[src/rtl/bullet_pkg.sv]
// Shared bullet constants and state encoding for the controller, drawer and collision logic.
// Default tuning values live here; the controller exposes most of them as parameters.
package bullet_pkg;

    typedef enum logic [1:0] {
        S_IDLE     = 2'd0,
        S_ARMED    = 2'd1,
        S_FLYING   = 2'd2,
        S_COOLDOWN = 2'd3
    } state_t;

    localparam int BULLET_W        = 8;
    localparam int BULLET_H        = 10;
    localparam int DEF_START_Y     = 440;
    localparam int DEF_SPEED       = 6;
    localparam int DEF_FRAME_LINE  = 481;
    localparam int DEF_AMMO        = 3;
    localparam int COOLDOWN_FR     = 4;

    // 1016 + BULLET_W wraps to 0 in 10 bits, so the parked bullet never overlaps the drawer window.
    localparam logic [9:0] PARK_X = 10'd1016;
    localparam logic [9:0] PARK_Y = 10'h3C0;  // -64

    function automatic logic [9:0] launch_col(input logic [9:0] gx);
        if (gx < 10'(BULLET_W / 2))
            return 10'd0;
        else
            return gx - 10'(BULLET_W / 2);
    endfunction

endpackage

[src/rtl/frame_tick_gen.sv]
// One-clk frame tick on the rising edge of (hcount==0 && vcount==FRAME_LINE).
// Edge detection keeps it to one tick per frame even when the pixel clock is slower than clk.
module frame_tick_gen #(
    parameter int FRAME_LINE = 481
) (
    input  logic       clk,
    input  logic       reset,
    input  logic [9:0] hcount,
    input  logic [9:0] vcount,
    output logic       ft
);

    logic at_line;
    logic at_line_q;

    assign at_line = (hcount == 10'd0) && (vcount == 10'(FRAME_LINE));
    assign ft      = at_line && !at_line_q;

    always_ff @(posedge clk or negedge reset) begin
        if (!reset)
            at_line_q <= 1'b0;
        else
            at_line_q <= at_line;
    end

endmodule

[src/rtl/bullet_controller.sv]
// Bullet motion controller: fire/ammo handling, launch at gun column, per-frame climb, parking.
// Optional BULLET_COOLDOWN_EN adds a COOLDOWN state holding off fire for COOLDOWN_FR frames.
//
// state    | meaning
// IDLE     | bullet parked, waiting for fire with ammo left
// ARMED    | shot accepted, launch column latched, waiting for the frame tick
// FLYING   | bullet on screen, climbing SPEED rows per frame
// COOLDOWN | bullet parked after retire, counting frames before re-arming
module bullet_controller
    import bullet_pkg::*;
#(
    parameter int START_Y    = DEF_START_Y,
    parameter int SPEED      = DEF_SPEED,
    parameter int FRAME_LINE = DEF_FRAME_LINE,
    parameter int AMMO       = DEF_AMMO
) (
    input  logic       clk,
    input  logic       reset,
    input  logic [9:0] hcount,
    input  logic [9:0] vcount,
    input  logic       fire,
    input  logic [9:0] gun_x,
    input  logic       hit,
    input  logic       reload,
    output logic [9:0] pos_x,
    output logic [9:0] pos_y,
    output logic       active,
    output logic       ready,
    output logic [3:0] ammo_left
);

    localparam logic signed [10:0] RETIRE_Y = 11'(-BULLET_H);

    logic              ft;
    state_t            state;
    state_t            nxt_state;
    logic [9:0]        launch_x;
    logic [9:0]        nxt_launch;
    logic [9:0]        nxt_x;
    logic [9:0]        nxt_y;
    logic [3:0]        nxt_ammo;
    logic              accept;
    logic              retire;
    logic signed [10:0] next_y;

`ifdef BULLET_COOLDOWN_EN
    logic [3:0] cool_cnt;
`endif

    frame_tick_gen #(.FRAME_LINE(FRAME_LINE)) u_frame_tick (
        .clk    (clk),
        .reset  (reset),
        .hcount (hcount),
        .vcount (vcount),
        .ft     (ft)
    );

    assign next_y = {pos_y[9], pos_y} - 11'(SPEED);
    assign accept = (state == S_IDLE) && fire && (ammo_left != 4'd0);

    always_comb begin
        nxt_state  = state;
        nxt_launch = launch_x;
        nxt_x      = pos_x;
        nxt_y      = pos_y;
        nxt_ammo   = ammo_left;
        retire     = 1'b0;
        case (state)
            S_IDLE: begin
                if (accept) begin
                    nxt_state  = S_ARMED;
                    nxt_launch = launch_col(gun_x);
                    nxt_ammo   = ammo_left - 4'd1;
                end
            end
            S_ARMED: begin
                if (ft) begin
                    nxt_state = S_FLYING;
                    nxt_x     = launch_x;
                    nxt_y     = 10'(START_Y);
                end
            end
            S_FLYING: begin
                // hit wins over a coincident frame tick: the bullet parks without moving
                if (hit || (ft && (next_y <= RETIRE_Y)))
                    retire = 1'b1;
                else if (ft)
                    nxt_y = next_y[9:0];
            end
`ifdef BULLET_COOLDOWN_EN
            S_COOLDOWN: begin
                if (ft && (cool_cnt <= 4'd1))
                    nxt_state = S_IDLE;
            end
`endif
            default: nxt_state = S_IDLE;
        endcase
        if (retire) begin
            nxt_x = PARK_X;
            nxt_y = PARK_Y;
`ifdef BULLET_COOLDOWN_EN
            nxt_state = S_COOLDOWN;
`else
            nxt_state = S_IDLE;
`endif
        end
        if (reload)
            nxt_ammo = accept ? 4'(AMMO - 1) : 4'(AMMO);
    end

    always_ff @(posedge clk or negedge reset) begin
        if (!reset) begin
            state     <= S_IDLE;
            launch_x  <= 10'd0;
            pos_x     <= PARK_X;
            pos_y     <= PARK_Y;
            ammo_left <= 4'(AMMO);
            active    <= 1'b0;
            ready     <= 1'b1;
        end else begin
            state     <= nxt_state;
            launch_x  <= nxt_launch;
            pos_x     <= nxt_x;
            pos_y     <= nxt_y;
            ammo_left <= nxt_ammo;
            active    <= (nxt_state == S_FLYING);
            ready     <= (nxt_state == S_IDLE) && (nxt_ammo != 4'd0);
        end
    end

`ifdef BULLET_COOLDOWN_EN
    always_ff @(posedge clk or negedge reset) begin
        if (!reset)
            cool_cnt <= 4'd0;
        else if (retire)
            cool_cnt <= 4'(COOLDOWN_FR);
        else if ((state == S_COOLDOWN) && ft && (cool_cnt != 4'd0))
            cool_cnt <= cool_cnt - 4'd1;
    end
`endif

endmodule

[config.mk]
export PLATFORM = sky130hd
export DESIGN_NAME = bullet_controller
export DESIGN_NICKNAME = d
export VERILOG_FILES = /design/src/rtl/bullet_pkg.sv /design/src/rtl/frame_tick_gen.sv /design/src/rtl/bullet_controller.sv
export SDC_FILE = /design/constraint.sdc
export NUM_CORES = 1
export LEC_CHECK = 0
export CAP_MARGIN = 30
export CORE_ASPECT_RATIO = 0.7
export CORE_UTILIZATION = 50
export CTS_BUF_LIST = sky130_fd_sc_hd__clkbuf_8
export DETAILED_ROUTE_END_ITERATION = 7
export PLACE_DENSITY = 0.92
export SLEW_MARGIN = 0
export SYNTH_ARGS = -nofsm -noshare
export SYNTH_HDL_FRONTEND = slang
export SYNTH_HIERARCHICAL = 1
export SYNTH_SLANG_ARGS = --single-unit
[constraint.sdc]
create_clock -name clk -period 2.9 [get_ports clk]
set_input_delay 0.87 -clock clk [delete_from_list [all_inputs] [get_ports clk]]
set_output_delay 0.87 -clock clk [all_outputs]
set_load 0.005 [all_outputs]
==> results of run 1 <==
[layout by cell type, fill, tap and decap left out, types with 2 or more instances in the layout]
cell type,synthesis,final
sky130_fd_sc_hd__buf_4,1,15
sky130_fd_sc_hd__a21o_1,2,2
sky130_fd_sc_hd__nand3_1,11,11
sky130_fd_sc_hd__a31oi_1,3,3
sky130_fd_sc_hd__or2_2,2,2
sky130_fd_sc_hd__dfstp_2,14,14
sky130_fd_sc_hd__a22o_1,3,3
sky130_fd_sc_hd__o31ai_1,4,4
sky130_fd_sc_hd__nand2b_1,2,2
sky130_fd_sc_hd__nor2b_1,2,2
sky130_fd_sc_hd__clkdlybuf4s50_1,0,58
sky130_fd_sc_hd__nor4b_2,1,2
sky130_fd_sc_hd__clkbuf_8,1,6
sky130_fd_sc_hd__ha_1,9,9
sky130_fd_sc_hd__inv_1,10,11
sky130_fd_sc_hd__nor3_1,6,6
sky130_fd_sc_hd__nor4_2,1,2
sky130_fd_sc_hd__o21ai_0,19,18
sky130_fd_sc_hd__nor3b_1,2,2
sky130_fd_sc_hd__a21oi_1,13,13
sky130_fd_sc_hd__nor4_1,4,3
sky130_fd_sc_hd__a211o_1,2,2
sky130_fd_sc_hd__nor2_1,16,16
sky130_fd_sc_hd__nand2_1,42,42
sky130_fd_sc_hd__xor2_1,4,4
sky130_fd_sc_hd__xnor2_1,5,5
sky130_fd_sc_hd__dfrtp_1,24,24
[cell families after synthesis]
kind of cell,count (synthesis)
simple gates,103
compound gates,61
flops,38
buf+inv,21
fa+ha+maj,9
xor+xnor,9
other cells,1
mux,1
[critical path: stages]
cell	delay (ns)
sky130_fd_sc_hd__clkdlybuf4s50_1	0.41
sky130_fd_sc_hd__nor4_1	0.33
sky130_fd_sc_hd__nand3_1	0.17
sky130_fd_sc_hd__nor3_2	0.16
sky130_fd_sc_hd__inv_1	0.09
sky130_fd_sc_hd__o41ai_2	0.34
sky130_fd_sc_hd__buf_4	0.18
sky130_fd_sc_hd__o21ai_1	0.11
sky130_fd_sc_hd__a31oi_1	0.22
sky130_fd_sc_hd__o22a_1	0.18
[state kept, by name (all words and copies together) (netlist names)]
register	count
state	2
u_frame_tick/at_line_q	1
launch_x	10
ammo_left	4
pos_y	9
pos_x	10
ready	1
active	1
[power by group through the flow]
| stage | clock (mW) | sequential, mW | combinational, mW |
|---|---|---|---|
| 2_1_floorplan | 0 | 0.753 | 0.346 |
| 3_3_place_gp | 0 | 0.773 | 0.572 |
| 3_5_place_dp | 0 | 0.780 | 0.594 |
| 4_1_cts | 0.469 | 0.775 | 0.611 |
| 5_1_grt | 0.490 | 0.793 | 0.691 |
| 6_report | 0.465 | 0.780 | 0.624 |
[how the worst min path moves through the flow]
stage                                        from                 endpoint  cells after the start
after global routing         pos_x[7]$_DFFE_PN1P_     pos_x[7]$_DFFE_PN1P_                      2
after CTS                 launch_x[8]$_DFFE_PN0P_  launch_x[8]$_DFFE_PN0P_                      1
after global placement    launch_x[8]$_DFFE_PN0P_  launch_x[8]$_DFFE_PN0P_                      1
after floorplan           launch_x[8]$_DFFE_PN0P_  launch_x[8]$_DFFE_PN0P_                      1
after detailed placement  launch_x[8]$_DFFE_PN0P_  launch_x[8]$_DFFE_PN0P_                      1
final                     launch_x[8]$_DFFE_PN0P_  launch_x[8]$_DFFE_PN0P_                      1
[metrics by stage]
| stage | cell area [um2] | utilization (%) | hold WS, ns | instances | power (mW) |
|---|---|---|---|---|---|
| floorplan | 2240 | - | 0.449 | 243 | 1.10 |
| global placement | 2920 | 71.5 | 0.463 | 358 | 1.35 |
| detailed placement | 2920 | 71.5 | 0.467 | 358 | 1.37 |
| CTS | 3040 | 74.3 | 0.484 | 366 | 1.85 |
| global route | 3060 | 74.9 | 0.499 | 366 | 1.97 |
| finish | 3060 | 74.9 | 0.482 | 366 | 1.87 |
[layout make-up]
cell class	instances	area, um2	area share, %
Multi-Input combinational cell	184	1180	38.4
Sequential cell	38	968	31.6
Timing Repair Buffer	74	698	22.8
Clock buffer	6	82.6	2.70
Tap cell	52	65.1	2.12
Inverter	10	37.5	1.23
Clock inverter	2	33.8	1.10
[routing by layer]
layer	up-vias	track usage [%]	routed length, um
met4	0	8.27	103
met5	-	0	0
met1	1052	40.1	2720
met2	115	44.4	2830
met3	16	6.61	511
li1	1003	-	-
[Yosys cell counts (2+ instances only)]
| cell | instances |
|---|---|
| sky130_fd_sc_hd__dfrtp_1 | 24 |
| sky130_fd_sc_hd__nor4_1 | 4 |
| sky130_fd_sc_hd__ha_1 | 9 |
| sky130_fd_sc_hd__inv_1 | 10 |
| sky130_fd_sc_hd__nand2b_1 | 2 |
| sky130_fd_sc_hd__nor3_1 | 6 |
| sky130_fd_sc_hd__and2_1 | 2 |
| sky130_fd_sc_hd__or2_2 | 2 |
| sky130_fd_sc_hd__a21o_1 | 2 |
| sky130_fd_sc_hd__a21oi_1 | 13 |
| sky130_fd_sc_hd__dfstp_2 | 14 |
| sky130_fd_sc_hd__o31ai_1 | 4 |
| sky130_fd_sc_hd__a22o_1 | 3 |
| sky130_fd_sc_hd__xnor2_1 | 5 |
| sky130_fd_sc_hd__nand3_1 | 11 |
| sky130_fd_sc_hd__clkbuf_1 | 6 |
| sky130_fd_sc_hd__buf_6 | 3 |
| sky130_fd_sc_hd__nand2_1 | 42 |
| sky130_fd_sc_hd__xor2_1 | 4 |
| sky130_fd_sc_hd__nor2b_1 | 2 |
| sky130_fd_sc_hd__a211o_1 | 2 |
| sky130_fd_sc_hd__a31oi_1 | 3 |
| sky130_fd_sc_hd__nor2_1 | 16 |
| sky130_fd_sc_hd__nor3b_1 | 2 |
| sky130_fd_sc_hd__o21ai_0 | 19 |
==> impl_metrics.xml, run 1 <==
<?xml version="1.0" encoding="UTF-8"?>
<metrics>
  <group name="routing">
    <metric name="drc" unit="">0</metric>
    <metric name="route.antenna.remaining_nets" unit="">0</metric>
    <metric name="routedWlPerCell" unit="um">16.8</metric>
    <metric name="sum_of_routed_wire_length_over_all_layers" unit="um">6170</metric>
    <metric name="drtPass1Iterations" unit="">5</metric>
    <metric name="route.vias.total" unit="">2186</metric>
    <metric name="dr.first_iter.drc_count" unit="">230</metric>
    <metric name="routed_via_density" unit="">5.97</metric>
  </group>
  <group name="sta">
    <metric name="setup_slack" unit="ns">0.0853</metric>
    <metric name="rsz0062_at_grt" unit="">false</metric>
    <metric name="final.min_clock_period" unit="ns">2.81</metric>
    <metric name="tightestPinTransition" unit="ns">0.854</metric>
    <metric name="maxClockFrequency" unit="MHz">355</metric>
    <metric name="timing_max_transition_violations_final" unit="">0</metric>
    <metric name="timing.clock.skew" unit="ns">0.0132</metric>
    <metric name="final-hold-violation-count" unit="">0</metric>
    <metric name="maxSlewHeadroom" unit="%">43.1</metric>
    <metric name="timing.final.setup_violations" unit="">0</metric>
    <metric name="setup-tns-final" unit="ns">0</metric>
    <metric name="final_min_period_over_clock_period" unit="%">97.1</metric>
  </group>
  <group name="clocking">
    <metric name="cts_tree" unit="">yes</metric>
    <metric name="ctsRootBufferMaster" unit="">sky130_fd_sc_hd__clkbuf_8</metric>
    <metric name="cts.clk_slew.worst_paths" unit="ns">0.08</metric>
    <metric name="cts-buffers-inserted" unit="">5</metric>
    <metric name="clock_latency" unit="ns">0.29</metric>
    <metric name="cts_num_sinks" unit="">38</metric>
    <metric name="ctsLongestPathBuffers" unit="">2</metric>
    <metric name="post_cts_hold_buffer_count" unit="">0</metric>
    <metric name="post_cts_buffers" unit="">0</metric>
    <metric name="cts.htree.levels" unit="">2</metric>
    <metric name="cts_repair_resize_count" unit="">0</metric>
  </group>
  <group name="critical_path">
    <metric name="r2r_slack" unit="ns">0.28</metric>
    <metric name="crit_arrival" unit="ns">3.05</metric>
    <metric name="worst_r2r_startpoint" unit="">pos_y[1]$_DFFE_PN0P_</metric>
    <metric name="r2r-end" unit="">pos_y[2]$_DFFE_PN0P_</metric>
    <metric name="cp-endpoint" unit="">pos_y[9]$_DFFE_PN1P_</metric>
    <metric name="setup_crit_path_kind" unit="">input port to flip-flop</metric>
    <metric name="crit_required" unit="ns">3.13</metric>
    <metric name="startpoint" unit="">hcount[4]</metric>
    <metric name="crit_path_start_kind" unit="">input port</metric>
    <metric name="rr_worst_depth" unit="">7</metric>
    <metric name="critPathMaxFanout" unit="">4</metric>
    <metric name="crit_path_end_kind" unit="">flip-flop</metric>
  </group>
  <group name="finish">
    <metric name="layout-drive-gt1-share" unit="%">18.2</metric>
    <metric name="layout.nets" unit="">357</metric>
    <metric name="area_growth_syn_to_layout" unit="%">37.0</metric>
    <metric name="antennaDiodeCount" unit="">0</metric>
    <metric name="n_fill_cell" unit="">281</metric>
  </group>
  <group name="pwr">
    <metric name="p_comb_share" unit="%">33.4</metric>
    <metric name="peakVddDrop" unit="uV">411</metric>
    <metric name="powerDensity" unit="nW/um2">610</metric>
    <metric name="power.internal" unit="mW">1.25</metric>
    <metric name="p_leak" unit="nW">1.28</metric>
    <metric name="p_sw" unit="mW">0.617</metric>
    <metric name="part_of_the_total_power_dissipated_in_sequential_elements" unit="%">41.7</metric>
    <metric name="sw_frac_of_total" unit="%">33.0</metric>
    <metric name="power_frac_clock" unit="%">24.9</metric>
  </group>
  <group name="flow_run">
    <metric name="drv.max_cap_violation_count" unit="">0</metric>
  </group>
  <group name="floorplanning">
    <metric name="dieArea" unit="um2">4750</metric>
    <metric name="rows" unit="">19</metric>
    <metric name="die_width" unit="um">81.9</metric>
    <metric name="floorplan.io_pins" unit="">61</metric>
    <metric name="die_h" unit="um">58.0</metric>
    <metric name="area_inside_the_core_boundary" unit="um2">4090</metric>
    <metric name="initial_utilization" unit="%">54.7</metric>
  </group>
  <group name="global_routing">
    <metric name="grt_first_pass_wirelength" unit="um">10200</metric>
    <metric name="vias_in_the_first_global_route" unit="">2152</metric>
    <metric name="initial_antenna_violation_count" unit="">0</metric>
    <metric name="gr-usage-all-layers" unit="%">28.6</metric>
    <metric name="grt_max_degree" unit="">39</metric>
    <metric name="grt.overflow.total" unit="">0</metric>
  </group>
  <group name="synth">
    <metric name="yosysTopAreaCell" unit="">sky130_fd_sc_hd__dfrtp_1</metric>
    <metric name="dominant_combinational_cell_family_by_area_after_synthesis" unit="">simple AND/OR/NAND/NOR gates</metric>
    <metric name="area_share_of_xor_xnor_cells_in_the_synthesized_design" unit="%">3.53</metric>
    <metric name="avgSynthCellArea" unit="um2">9.20</metric>
    <metric name="synth.top_cells.by_area" unit="">sky130_fd_sc_hd__dfrtp_1 27%, sky130_fd_sc_hd__dfstp_2 16%, sky130_fd_sc_hd__nand2_1 7.1%</metric>
    <metric name="post-synth-top-area-fraction" unit="%">26.9</metric>
    <metric name="synth-seq-cells" unit="">38</metric>
    <metric name="postSynth.asyncResetShare" unit="%">100</metric>
    <metric name="synth_simple_gate_area_share" unit="%">24.2</metric>
    <metric name="mappedNetlistArea" unit="um2">2240</metric>
    <metric name="synthesis.yosys.warnings" unit="">6</metric>
    <metric name="dominantRegCellSynth" unit="">sky130_fd_sc_hd__dfrtp_1</metric>
    <metric name="mux_share_of_post_synthesis_cell_area" unit="%">0.448</metric>
    <metric name="synth_adder_area_share" unit="%">5.04</metric>
    <metric name="count_of_flip_flops_with_a_built_in_enable_after_synthesis" unit="">0</metric>
    <metric name="syn_nets" unit="">287</metric>
    <metric name="synth_compound_area_share" unit="%">18.2</metric>
    <metric name="syn-instance-count" unit="">243</metric>
    <metric name="unique_masters_post_synth" unit="">58</metric>
    <metric name="sequential_element_share_of_the_synthesized_area" unit="%">43.3</metric>
  </group>
  <group name="outcome">
    <metric name="status" unit="">complete, no violations</metric>
  </group>
  <group name="placement">
    <metric name="worst_slack_placed" unit="ns">-0.206</metric>
    <metric name="place.gp.congestion" unit="">0.893</metric>
    <metric name="port_buffers" unit="">59</metric>
    <metric name="dpl.hpwl" unit="um">4290</metric>
  </group>
  <group name="hold_path">
    <metric name="holdCritPathClass" unit="">flip-flop to flip-flop</metric>
  </group>
</metrics>
No activity file was read; power rests on OpenSTA's default activity.
==> run 2, diff against run 1 <==
--- a/config.mk
+++ b/config.mk
@@ -7,10 +7,10 @@
 export LEC_CHECK = 0
 export CAP_MARGIN = 30
 export CORE_ASPECT_RATIO = 0.7
-export CORE_UTILIZATION = 50
-export CTS_BUF_LIST = sky130_fd_sc_hd__clkbuf_8
+export CORE_UTILIZATION = 48
+export CTS_BUF_LIST = sky130_fd_sc_hd__clkbuf_8 sky130_fd_sc_hd__clkbuf_16
 export DETAILED_ROUTE_END_ITERATION = 7
-export PLACE_DENSITY = 0.92
+export PLACE_DENSITY = 0.89
 export SLEW_MARGIN = 0
 export SYNTH_ARGS = -nofsm -noshare
 export SYNTH_HDL_FRONTEND = slang
==> run 2 against run 1 <==
Against the previous run:
- hold slack improved by 0.0047 ns
- wire length decreased by 12%
- register-to-register slack improved by 0.05 ns
- count of clock-buffer cells in the layout decreased by 1
- via count decreased by 3.0%
- largest cell class unchanged
==> impl_metrics.xml, run 2 (synthesis results as in run 1) <==
<?xml version="1.0" encoding="UTF-8"?>
<metrics>
  <group name="pwr">
    <metric name="powerDensity" unit="nW/um2">634</metric>
    <metric name="sw_frac_of_total" unit="%">32.1</metric>
    <metric name="power_frac_clock" unit="%">28.5</metric>
    <metric name="peakVddDrop" unit="uV">436</metric>
    <metric name="p_sw" unit="mW">0.625</metric>
    <metric name="power.internal" unit="mW">1.32</metric>
    <metric name="part_of_the_total_power_dissipated_in_sequential_elements" unit="%">39.8</metric>
    <metric name="p_leak" unit="nW">1.28</metric>
    <metric name="p_comb_share" unit="%">31.7</metric>
  </group>
  <group name="placement">
    <metric name="place.gp.congestion" unit="">0.880</metric>
    <metric name="dpl.hpwl" unit="um">3970</metric>
    <metric name="port_buffers" unit="">59</metric>
    <metric name="placedInstanceArea" unit="um2">2920</metric>
    <metric name="post_placement_cell_count" unit="">360</metric>
  </group>
  <group name="flow_run">
    <metric name="drv.max_cap_violation_count" unit="">0</metric>
  </group>
  <group name="critical_path">
    <metric name="crit_arrival" unit="ns">2.93</metric>
    <metric name="critPathMaxFanout" unit="">6</metric>
    <metric name="r2r-end" unit="">pos_y[2]$_DFFE_PN0P_</metric>
    <metric name="crit_required" unit="ns">3.06</metric>
    <metric name="rr_worst_depth" unit="">7</metric>
    <metric name="worst_r2r_startpoint" unit="">pos_y[1]$_DFFE_PN0P_</metric>
    <metric name="r2r_slack" unit="ns">0.33</metric>
    <metric name="setup_crit_path_kind" unit="">input port to flip-flop</metric>
    <metric name="crit_path_end_kind" unit="">flip-flop</metric>
    <metric name="crit_path_start_kind" unit="">input port</metric>
  </group>
  <group name="finish">
    <metric name="final_core_utilization" unit="%">69.8</metric>
    <metric name="antennaDiodeCount" unit="">0</metric>
    <metric name="reg.largest.list" unit="">launch_x: 10 flops, pos_x: 10 flops, pos_y: 9 flops</metric>
    <metric name="layout.cells.most_common" unit="">sky130_fd_sc_hd__clkdlybuf4s50_1</metric>
    <metric name="layout.nets" unit="">356</metric>
    <metric name="finalNonFillerCells" unit="">368</metric>
    <metric name="layout.cells.most_common_list" unit="">59 x sky130_fd_sc_hd__clkdlybuf4s50_1, 42 x sky130_fd_sc_hd__nand2_1, 24 x sky130_fd_sc_hd__dfrtp_1, 19 x sky130_fd_sc_hd__o21ai_0, 16 x sky130_fd_sc_hd__nor2_1</metric>
    <metric name="fin_area" unit="um2">3070</metric>
    <metric name="layout-drive-gt1-share" unit="%">16.9</metric>
    <metric name="area_growth_syn_to_layout" unit="%">37.5</metric>
  </group>
  <group name="sta">
    <metric name="final.min_clock_period" unit="ns">2.77</metric>
    <metric name="final_min_period_over_clock_period" unit="%">95.5</metric>
    <metric name="timing.final.setup_violations" unit="">0</metric>
    <metric name="final-hold-violation-count" unit="">0</metric>
    <metric name="tightestPinTransition" unit="ns">0.655</metric>
    <metric name="timing_max_transition_violations_final" unit="">0</metric>
    <metric name="maxClockFrequency" unit="MHz">361</metric>
    <metric name="maxSlewHeadroom" unit="%">56.3</metric>
    <metric name="setup-tns-final" unit="ns">0</metric>
    <metric name="timing.clock.skew" unit="ns">0.00743</metric>
  </group>
  <group name="hold_path">
    <metric name="min_path_cells" unit="">2</metric>
    <metric name="holdPathEnd" unit="">launch_x[4]$_DFFE_PN0P_</metric>
    <metric name="holdCritPathClass" unit="">flip-flop to flip-flop</metric>
    <metric name="hold_path_startpoint" unit="">launch_x[4]$_DFFE_PN0P_</metric>
  </group>
  <group name="outcome">
    <metric name="status" unit="">complete, no violations</metric>
  </group>
  <group name="routing">
    <metric name="drtPass1Iterations" unit="">5</metric>
    <metric name="sum_of_routed_wire_length_over_all_layers" unit="um">5420</metric>
    <metric name="drc" unit="">0</metric>
    <metric name="routedWlPerCell" unit="um">14.7</metric>
    <metric name="route.vias.total" unit="">2120</metric>
    <metric name="dr.first_iter.drc_count" unit="">185</metric>
    <metric name="route.antenna.remaining_nets" unit="">0</metric>
    <metric name="routed_via_density" unit="">5.76</metric>
  </group>
  <group name="clocking">
    <metric name="cts-buffers-inserted" unit="">5</metric>
    <metric name="cts.clk_slew.worst_paths" unit="ns">0.08</metric>
    <metric name="clock_latency" unit="ns">0.30</metric>
    <metric name="ctsLongestPathBuffers" unit="">2</metric>
    <metric name="cts_tree" unit="">yes</metric>
    <metric name="post_cts_buffers" unit="">0</metric>
    <metric name="cts_num_sinks" unit="">38</metric>
    <metric name="cts.htree.levels" unit="">2</metric>
    <metric name="ctsRootBufferMaster" unit="">sky130_fd_sc_hd__clkbuf_8</metric>
  </group>
  <group name="global_routing">
    <metric name="gr-usage-all-layers" unit="%">23.8</metric>
    <metric name="grt_first_pass_wirelength" unit="um">9250</metric>
    <metric name="vias_in_the_first_global_route" unit="">2009</metric>
    <metric name="initial_antenna_violation_count" unit="">0</metric>
    <metric name="grt.overflow.total" unit="">0</metric>
    <metric name="grt_max_degree" unit="">39</metric>
  </group>
  <group name="floorplanning">
    <metric name="dieArea" unit="um2">4940</metric>
    <metric name="rows" unit="">20</metric>
    <metric name="die_width" unit="um">83.6</metric>
    <metric name="floorplan.io_pins" unit="">61</metric>
    <metric name="initial_utilization" unit="%">50.8</metric>
    <metric name="area_inside_the_core_boundary" unit="um2">4400</metric>
    <metric name="die_h" unit="um">59.1</metric>
  </group>
</metrics>
## run 2: area by class of cell
class,count,area [um2]
clock buffer,5,68.8
clock inverter,3,68.8
fill,337,1330
inverter,10,37.5
multi-input combinational,184,1170
sequential,38,968
tap,55,68.8
timing repair buffer,73,696
## run 2: worst max-delay path by stage
stage	from	end	slack, ns	depth (start not counted)
finish	vcount[2]	state[1]$_DFF_PN0_	0.13	10
global placement	vcount[3]	pos_y[9]$_DFFE_PN1P_	-0.12	10
detailed placement	vcount[3]	state[1]$_DFF_PN0_	-0.17	10
CTS	vcount[3]	state[1]$_DFF_PN0_	0.13	10
global route	vcount[2]	state[1]$_DFF_PN0_	-0.01	10
floorplan	vcount[3]	pos_y[5]$_DFFE_PN0P_	0.08	8
## run 2: per-layer routing
layer,wire length (um),share of wire (%),GRT usage (%)
met5,0,0,0
met4,55,1.0,7.75
met2,2480,46,37.7
met3,441,8.1,6.55
met1,2440,45,32.2
## run 2: power by group through the flow
stage	Combinational, mW	Sequential (mW)	Clock (mW)
2_1_floorplan	0.346	0.753	0
3_3_place_gp	0.577	0.774	0
3_5_place_dp	0.604	0.778	0
4_1_cts	0.612	0.770	0.559
5_1_grt	0.679	0.788	0.582
6_report	0.618	0.775	0.556
## run 2: repair_timing
action,in CTS,in global routing
setup endpoints to repair,0,6
hold buffers,0,0
gates resized for setup,0,2
## run 2: worst max-delay path, stage by stage
cell	delay [ns]
sky130_fd_sc_hd__clkdlybuf4s50_1	0.41
sky130_fd_sc_hd__nor4b_2	0.26
sky130_fd_sc_hd__nand4_1	0.15
sky130_fd_sc_hd__nor3_2	0.22
sky130_fd_sc_hd__inv_1	0.09
sky130_fd_sc_hd__o41ai_2	0.34
sky130_fd_sc_hd__buf_4	0.17
sky130_fd_sc_hd__o21a_1	0.14
sky130_fd_sc_hd__and2_4	0.20
sky130_fd_sc_hd__nor3_1	0.07
## run 2: stage by stage
stage	setup WS (ns)	hold slack, ns	total power, mW
finish	0.131	0.486	1.95
global route	-0.0120	0.509	2.05
CTS	0.129	0.491	1.94
detailed placement	-0.171	0.470	1.38
global placement	-0.123	0.461	1.35
floorplan	0.0820	0.449	1.10
==> run 3, diff against run 2 <==
--- a/config.mk
+++ b/config.mk
@@ -5,6 +5,7 @@
 export SDC_FILE = /design/constraint.sdc
 export NUM_CORES = 1
 export LEC_CHECK = 0
+export ABC_AREA = 0
 export CAP_MARGIN = 30
 export CORE_ASPECT_RATIO = 0.7
 export CORE_UTILIZATION = 48
==> results of run 3 <==
The final DEF is identical to that of run 2; final timing and power are the same.
